==> config.mk <==
export PLATFORM = sky130hd
export DESIGN_NAME = alu_flat
export DESIGN_NICKNAME = d
export VERILOG_FILES = /design/src/rtl/alu_pkg.sv /design/src/rtl/alu_if.sv /design/src/rtl/alu_adder.sv /design/src/rtl/alu.sv /design/src/flat_wrapper.sv
export SDC_FILE = /design/constraint.sdc
export NUM_CORES = 1
export LEC_CHECK = 0
export CAP_MARGIN = 20
export CORE_MARGIN = 3
export CORE_UTILIZATION = 53
export DETAILED_ROUTE_END_ITERATION = 7
export HOLD_SLACK_MARGIN = 0.03
export PLACE_DENSITY = 0.82
export SLEW_MARGIN = 20
export SYNTH_ARGS = -nofsm -noshare
export SYNTH_HDL_FRONTEND = slang
export SYNTH_SLANG_ARGS = --single-unit
==> constraint.sdc <==
create_clock -name clk -period 1.6 [get_ports clk]
set_input_delay 0.48 -clock clk [delete_from_list [all_inputs] [get_ports clk]]
set_output_delay 0.48 -clock clk [all_outputs]
set_load 0.03 [all_outputs]
==> src/rtl/alu_pkg.sv <==
// ALU shared definitions: datapath width and opcode encodings.
// Used by alu_if, alu_adder and alu.
package alu_pkg;

    localparam int WIDTH = 16;

    localparam logic [3:0] OP_ADD  = 4'b0000;
    localparam logic [3:0] OP_SUB  = 4'b0001;
    localparam logic [3:0] OP_MUL  = 4'b0010;
    localparam logic [3:0] OP_DIV  = 4'b0011;
    localparam logic [3:0] OP_MOD  = 4'b0100;
    localparam logic [3:0] OP_BAND = 4'b0101;
    localparam logic [3:0] OP_BOR  = 4'b0110;
    localparam logic [3:0] OP_LAND = 4'b0111;
    localparam logic [3:0] OP_LOR  = 4'b1000;
    localparam logic [3:0] OP_BXOR = 4'b1001;
    localparam logic [3:0] OP_BNOT = 4'b1010;
    localparam logic [3:0] OP_LNOT = 4'b1011;
    localparam logic [3:0] OP_SHR  = 4'b1100;
    localparam logic [3:0] OP_SHL  = 4'b1101;
    localparam logic [3:0] OP_INC  = 4'b1110;
    localparam logic [3:0] OP_DEC  = 4'b1111;

endpackage

==> src/rtl/alu_if.sv <==
// ALU operand/result bundle.
// master drives operands and opcode; slave (the ALU) drives results.
interface alu_if;
    import alu_pkg::*;

    logic [WIDTH-1:0] a;
    logic [WIDTH-1:0] b;
    logic [3:0]       opcode;
    logic [WIDTH-1:0] op;
    logic [WIDTH-1:0] Carry;
    logic             Sign;
    logic             Zero;
    logic             Parity;
    logic             Overflow;
    logic             Carry_fin;

    modport master (
        output a, b, opcode,
        input  op, Carry, Sign, Zero, Parity, Overflow, Carry_fin
    );

    modport slave (
        input  a, b, opcode,
        output op, Carry, Sign, Zero, Parity, Overflow, Carry_fin
    );

endinterface

==> src/rtl/alu_adder.sv <==
// 16-bit ripple-carry adder exposing the carry out of every bit.
// Shared by add, sub, increment and decrement.
module alu_adder
    import alu_pkg::*;
(
    input  logic [WIDTH-1:0] x,
    input  logic [WIDTH-1:0] y,
    input  logic             cin,
    output logic [WIDTH-1:0] sum,
    output logic [WIDTH-1:0] carry
);

    // Ripple chain: each stage takes the previous stage's carry.
    always_comb begin
        logic c;
        c = cin;
        sum = '0;
        carry = '0;
        for (int i = 0; i < WIDTH; i++) begin
            sum[i] = x[i] ^ y[i] ^ c;
            carry[i] = (x[i] & y[i]) | (x[i] & c) | (y[i] & c);
            c = carry[i];
        end
    end

endmodule

==> src/rtl/alu.sv <==
// 16-bit ALU with registered result, carry vector and flags.
// Define ALU_MULDIV_EN to build the multiply/divide/modulo opcodes.
module alu
    import alu_pkg::*;
(
    input  logic clk,
    input  logic rst,
    alu_if.slave bus
);

    logic [WIDTH-1:0] ax, ay, asum, acarry;
    logic             acin;
    logic [WIDTH-1:0] res, cv;
    logic             cf, ov;
    logic [WIDTH-1:0] op_q, carry_q;
    logic             sign_q, zero_q, par_q, ov_q, cf_q;

`ifdef ALU_MULDIV_EN
    logic [2*WIDTH-1:0] prod;
    assign prod = {{WIDTH{1'b0}}, bus.a} * {{WIDTH{1'b0}}, bus.b};
`endif

    // Adder operand steering: sub is a + ~b + 1, dec is a + FFFF.
    always_comb begin
        ax = bus.a;
        ay = bus.b;
        acin = 1'b0;
        case (bus.opcode)
            OP_SUB: begin
                ay = ~bus.b;
                acin = 1'b1;
            end
            OP_INC: begin
                ay = '0;
                acin = 1'b1;
            end
            OP_DEC: ay = '1;
            default: ;
        endcase
    end

    alu_adder u_adder (
        .x     (ax),
        .y     (ay),
        .cin   (acin),
        .sum   (asum),
        .carry (acarry)
    );

    // Result, carry and overflow selection per opcode.
    always_comb begin
        res = '0;
        cv = '0;
        cf = 1'b0;
        ov = 1'b0;
        case (bus.opcode)
            OP_ADD, OP_SUB, OP_INC, OP_DEC: begin
                res = asum;
                cv = acarry;
                cf = acarry[WIDTH-1];
                ov = (ax[WIDTH-1] == ay[WIDTH-1]) &&
                     (asum[WIDTH-1] != ax[WIDTH-1]);
            end
`ifdef ALU_MULDIV_EN
            OP_MUL: begin
                res = prod[WIDTH-1:0];
                ov = |prod[2*WIDTH-1:WIDTH];
            end
            OP_DIV: begin
                res = (bus.b == '0) ? '1 : bus.a / bus.b;
                ov = (bus.b == '0);
            end
            OP_MOD: begin
                res = (bus.b == '0) ? '1 : bus.a % bus.b;
                ov = (bus.b == '0);
            end
`endif
            OP_BAND: res = bus.a & bus.b;
            OP_BOR:  res = bus.a | bus.b;
            OP_BXOR: res = bus.a ^ bus.b;
            OP_BNOT: res = ~bus.a;
            OP_LAND: res = {15'd0, (|bus.a) & (|bus.b)};
            OP_LOR:  res = {15'd0, (|bus.a) | (|bus.b)};
            OP_LNOT: res = {15'd0, ~(|bus.a)};
            OP_SHR: begin
                res = {1'b0, bus.a[WIDTH-1:1]};
                cf = bus.a[0];
            end
            OP_SHL: begin
                res = {bus.a[WIDTH-2:0], 1'b0};
                cf = bus.a[WIDTH-1];
            end
            default: ;
        endcase
    end

    // Output registers; async reset clears everything including Zero.
    always_ff @(posedge clk or posedge rst) begin
        if (rst) begin
            op_q <= '0;
            carry_q <= '0;
            sign_q <= 1'b0;
            zero_q <= 1'b0;
            par_q <= 1'b0;
            ov_q <= 1'b0;
            cf_q <= 1'b0;
        end else begin
            op_q <= res;
            carry_q <= cv;
            sign_q <= res[WIDTH-1];
            zero_q <= (res == '0);
            par_q <= ^res;
            ov_q <= ov;
            cf_q <= cf;
        end
    end

    assign bus.op = op_q;
    assign bus.Carry = carry_q;
    assign bus.Sign = sign_q;
    assign bus.Zero = zero_q;
    assign bus.Parity = par_q;
    assign bus.Overflow = ov_q;
    assign bus.Carry_fin = cf_q;

endmodule

==> src/flat_wrapper.sv <==
// flat-port wrapper written by rule: the top's interface ports become plain ports
module alu_flat import alu_pkg::*;
  (clk, rst, bus_a, bus_b, bus_opcode, bus_op, bus_Carry, bus_Sign, bus_Zero, bus_Parity, bus_Overflow, bus_Carry_fin);
  alu_if bus_i ();
  input  logic clk;
  input  logic rst;
  input wire logic [$bits(bus_i.a)-1:0] bus_a;
  input wire logic [$bits(bus_i.b)-1:0] bus_b;
  input wire logic [$bits(bus_i.opcode)-1:0] bus_opcode;
  output wire logic [$bits(bus_i.op)-1:0] bus_op;
  output wire logic [$bits(bus_i.Carry)-1:0] bus_Carry;
  output wire logic [$bits(bus_i.Sign)-1:0] bus_Sign;
  output wire logic [$bits(bus_i.Zero)-1:0] bus_Zero;
  output wire logic [$bits(bus_i.Parity)-1:0] bus_Parity;
  output wire logic [$bits(bus_i.Overflow)-1:0] bus_Overflow;
  output wire logic [$bits(bus_i.Carry_fin)-1:0] bus_Carry_fin;
  assign bus_i.a = bus_a;
  assign bus_i.b = bus_b;
  assign bus_i.opcode = bus_opcode;
  assign bus_op = bus_i.op;
  assign bus_Carry = bus_i.Carry;
  assign bus_Sign = bus_i.Sign;
  assign bus_Zero = bus_i.Zero;
  assign bus_Parity = bus_i.Parity;
  assign bus_Overflow = bus_i.Overflow;
  assign bus_Carry_fin = bus_i.Carry_fin;
  alu u_core (.clk(clk), .rst(rst), .bus(bus_i));
endmodule
==> results.sh <==
export IMPL_status="finished, violations left"
export IMPL_violations="setup timing"
export IMPL_crit_type="input port to flop"
export IMPL_startpoint="bus_opcode[1]"
export IMPL_diodes=0
export IMPL_root_buffer="clkbuf_8"
export IMPL_yosysTopAreaCell="dfrtp_1"
export IMPL_wl_per_cell_um=22.7
export IMPL_hold_class="input port to asynchronous set/reset pin"
export IMPL_tns_ps=-124180
export IMPL_multi_input_area_um2=2620
export IMPL_synth_common_cells="44 x nor2_1, 41 x ha_1, 36 x dfrtp_1, 36 x inv_1, 22 x and2_1"
export IMPL_cp_data_arrival_time_ps=8650
export IMPL_io_buffers=74
export IMPL_synthFlopType="dfrtp_1"
export IMPL_cts_made_buffers=5
export IMPL_pre_cts_ws_ps=-7540
export IMPL_initial_core_util_pct=55.3
export IMPL_slew_viol_final=0
export IMPL_finalHoldViolCount=0
export IMPL_dr_total_vias=4254
export IMPL_ir_worst_vdd_mv=0.419
export IMPL_grt_first_pass_wirelength_mm=23.1
export IMPL_synth_most_common_cell="nor2_1"
export IMPL_cts_buffer_depth=2
export IMPL_synthTopCellsByArea="dfrtp_1 25%, ha_1 14%, fa_1 9.0%"
export IMPL_detailed_place_hpwl_mm=10.0
export IMPL_synth_cells=386
export IMPL_cts_sinks=36
export IMPL_cp_required_ps=1770
export IMPL_finalSetupViolations=35
export IMPL_yosysSeqAreaShare_pct=25.2
export IMPL_min_period_ps=8480
export IMPL_timing_final_crit_share_pct=530
export IMPL_drive_above_1_share_pct=34.9
export IMPL_die_area_um2=7760
export IMPL_relSlewSlack_pct=57.2
export IMPL_cap_violations=0
export IMPL_firstDrtPassIters=7
export IMPL_synth_top_family_by_area="adder cells"
export IMPL_vias_per_cell=6.56
export IMPL_yosys_area_share_simple_pct=21.2
export IMPL_die_w_um=88.1
export IMPL_grt_pass1_vias=4296
export IMPL_critPathMaxFanout=4
export IMPL_seq_area_um2=901
export IMPL_endpoint_kind="flop"
export IMPL_ant_nets=0
export IMPL_synth_compound_area_share_pct=21.0
export IMPL_die_y_um=88.1
export IMPL_grt_max_degree=37
export IMPL_area_growth_pct=56.2
export IMPL_drc=0
export IMPL_async_flop_share_pct=100
export IMPL_fin_area_um2=5580
export IMPL_yosys_area_top_type_share_pct=25.2
export IMPL_setup_ws_ps=-6880
export IMPL_cts_tree="yes"
export IMPL_power_leakage_nw=2.80
export IMPL_gr_total_overflow=0
export IMPL_core_area_um2=6460
export IMPL_worst_pin_slew_ps=642
export IMPL_post_place_cells=624
export IMPL_io_pins=75
export IMPL_cts_htree_levels=2
export IMPL_stdcell_count=648
export IMPL_synth_seq_cells=36
export IMPL_rows=29
export IMPL_placed_cell_area_um2=5290
export IMPL_n_fill_cell=342
export IMPL_synth_edf_count=0
export IMPL_synthesis_area_um2=3570
export IMPL_yosys_warnings=0
export IMPL_cts_clk_slew_worst_paths_ps=80
export IMPL_synthesis_nets=481
export IMPL_grt_setup_unrepaired="true"
export IMPL_synthAdderAreaFrac_pct=23.3
export IMPL_power_w=0.00399
export IMPL_syn_avg_cell_area_um2=9.26
export IMPL_powerDensity_nw_per_um2=716
export IMPL_drt_initial_drc_count=613
export IMPL_ys_types=47
export IMPL_nets=666
export IMPL_clock_fmax_mhz=118
export IMPL_synthXorXnorAreaFrac_pct=1.96
export IMPL_antenna_found_initial=0
export IMPL_routabilityCongestion=0.976
export IMPL_muxShareOfSynthArea_pct=0
export IMPL_routed_wirelength_mm=14.7
export IMPL_grtUsageTotal_pct=39.6
export IMPL_startpoint_type="input port"
## power breakdown
| part | internal [W] | switching (W) | total, W |
|---|---|---|---|
| Combinational | 0.00102 | 0.00119 | 0.00221 |
| Clock | 0.000384 | 0.000350 | 0.000735 |
| Sequential | 0.00102 | 0.0000284 | 0.00105 |
## cells in the final DEF, fill, tap and decap left out, types with 3 or more instances in the layout
master           netlist  layout
or4b_1                 4       3
a221oi_2               0       3
dlygate4sd2_1          0      38
nor4_1                 8       6
a221oi_1              17      13
a22oi_1               15      15
a2111o_1               8       8
nand2_1               18      17
buf_12                 0       4
and2_1                22      17
and4bb_2               3       3
a21oi_1                5       5
nor4b_1                4       4
buf_6                  2       4
o21ai_2                0       4
o211ai_1               7       7
buf_4                  1     122
nor2_1                44      42
nand4_1                6       6
clkdlybuf4s50_1        0      32
inv_1                 36      34
fa_2                   0      16
a2111oi_2              8       7
nand3b_1               4       4
and4_1                 3       3
xnor2_1                7       6
clkbuf_8               0       7
dfrtp_1               36      36
ha_1                  41      40
o21ai_0               20      15
and2_4                 0       5
## state kept, by name (all words and copies together) (netlist names)
name	flops
u_core.bus.Carry	16
u_core.bus.Carry_fin	1
u_core.bus.Overflow	1
u_core.bus.Parity	1
u_core.bus.Zero	1
u_core.bus.op	16
## critical path: stages
cell	delay, ps
buf_8	100
and3_4	170
o21a_4	220
nor2_4	80
a221oi_2	50
fa_2	370
fa_2	400
fa_2	390
fa_2	410
fa_2	390
fa_2	400
fa_2	400
fa_2	390
fa_2	400
fa_2	400
fa_2	390
fa_2	390
fa_2	390
fa_2	370
inv_2	80
fa_2	220
inv_2	50
fa_2	490
a2111oi_4	330
ha_2	350
xnor2_2	160
xnor2_1	270
xnor2_1	110
## final timing paths
kind                       slack (ps)                            end
worst max-delay path            -6880    u_core.bus.Parity$_DFF_PP0_
min in group clk                  820     u_core.bus.op[0]$_DFF_PP0_
worst min-delay path              540  u_core.bus.Carry[9]$_DFF_PP0_
max in group asynchronous         870  u_core.bus.Carry[0]$_DFF_PP0_
## repair_timing
item	CTS	global route
buffers inserted	24	6
gates resized for setup	71	16
hold buffers	0	0
setup endpoints to repair	73	35
pin swaps	7	2
## stage by stage
stage / hold WS, ps / utilization (%)
5_1_grt: 575 / 86.4
3_3_place_gp: 849 / 81.8
2_1_floorplan: 622 / -
3_5_place_dp: 847 / 81.8
6_report: 545 / 86.4
4_1_cts: 552 / 86.2
## cell families (layout without fill, tap and decap cells)
family	after synthesis	in the layout
AOI/OAI and AO/OA	91	91
xor gates and xnor gates	8	8
buffers and inverters	62	247
and+or+nand+nor	132	132
adders and majority gates	57	57
DFF	36	36
## area by class of cell
class | instances | area share (%)
Timing Repair Buffer | 204 | 31.1
Sequential cell | 36 | 16.1
Clock buffer | 7 | 1.73
Tap cell | 77 | 1.73
Inverter | 36 | 2.42
Multi-Input combinational cell | 288 | 46.9
## layer usage
metal | vias up | global-route usage, % | part of all wire (%)
met2 | 379 | 63.9 | 46
met3 | 130 | 11.1 | 11
met5 | - | 0 | 0
met4 | 0 | 20.1 | 6.5
met1 | 1965 | 48.3 | 37
li1 | 1780 | - | -
(Power assumes the default switching activity.)
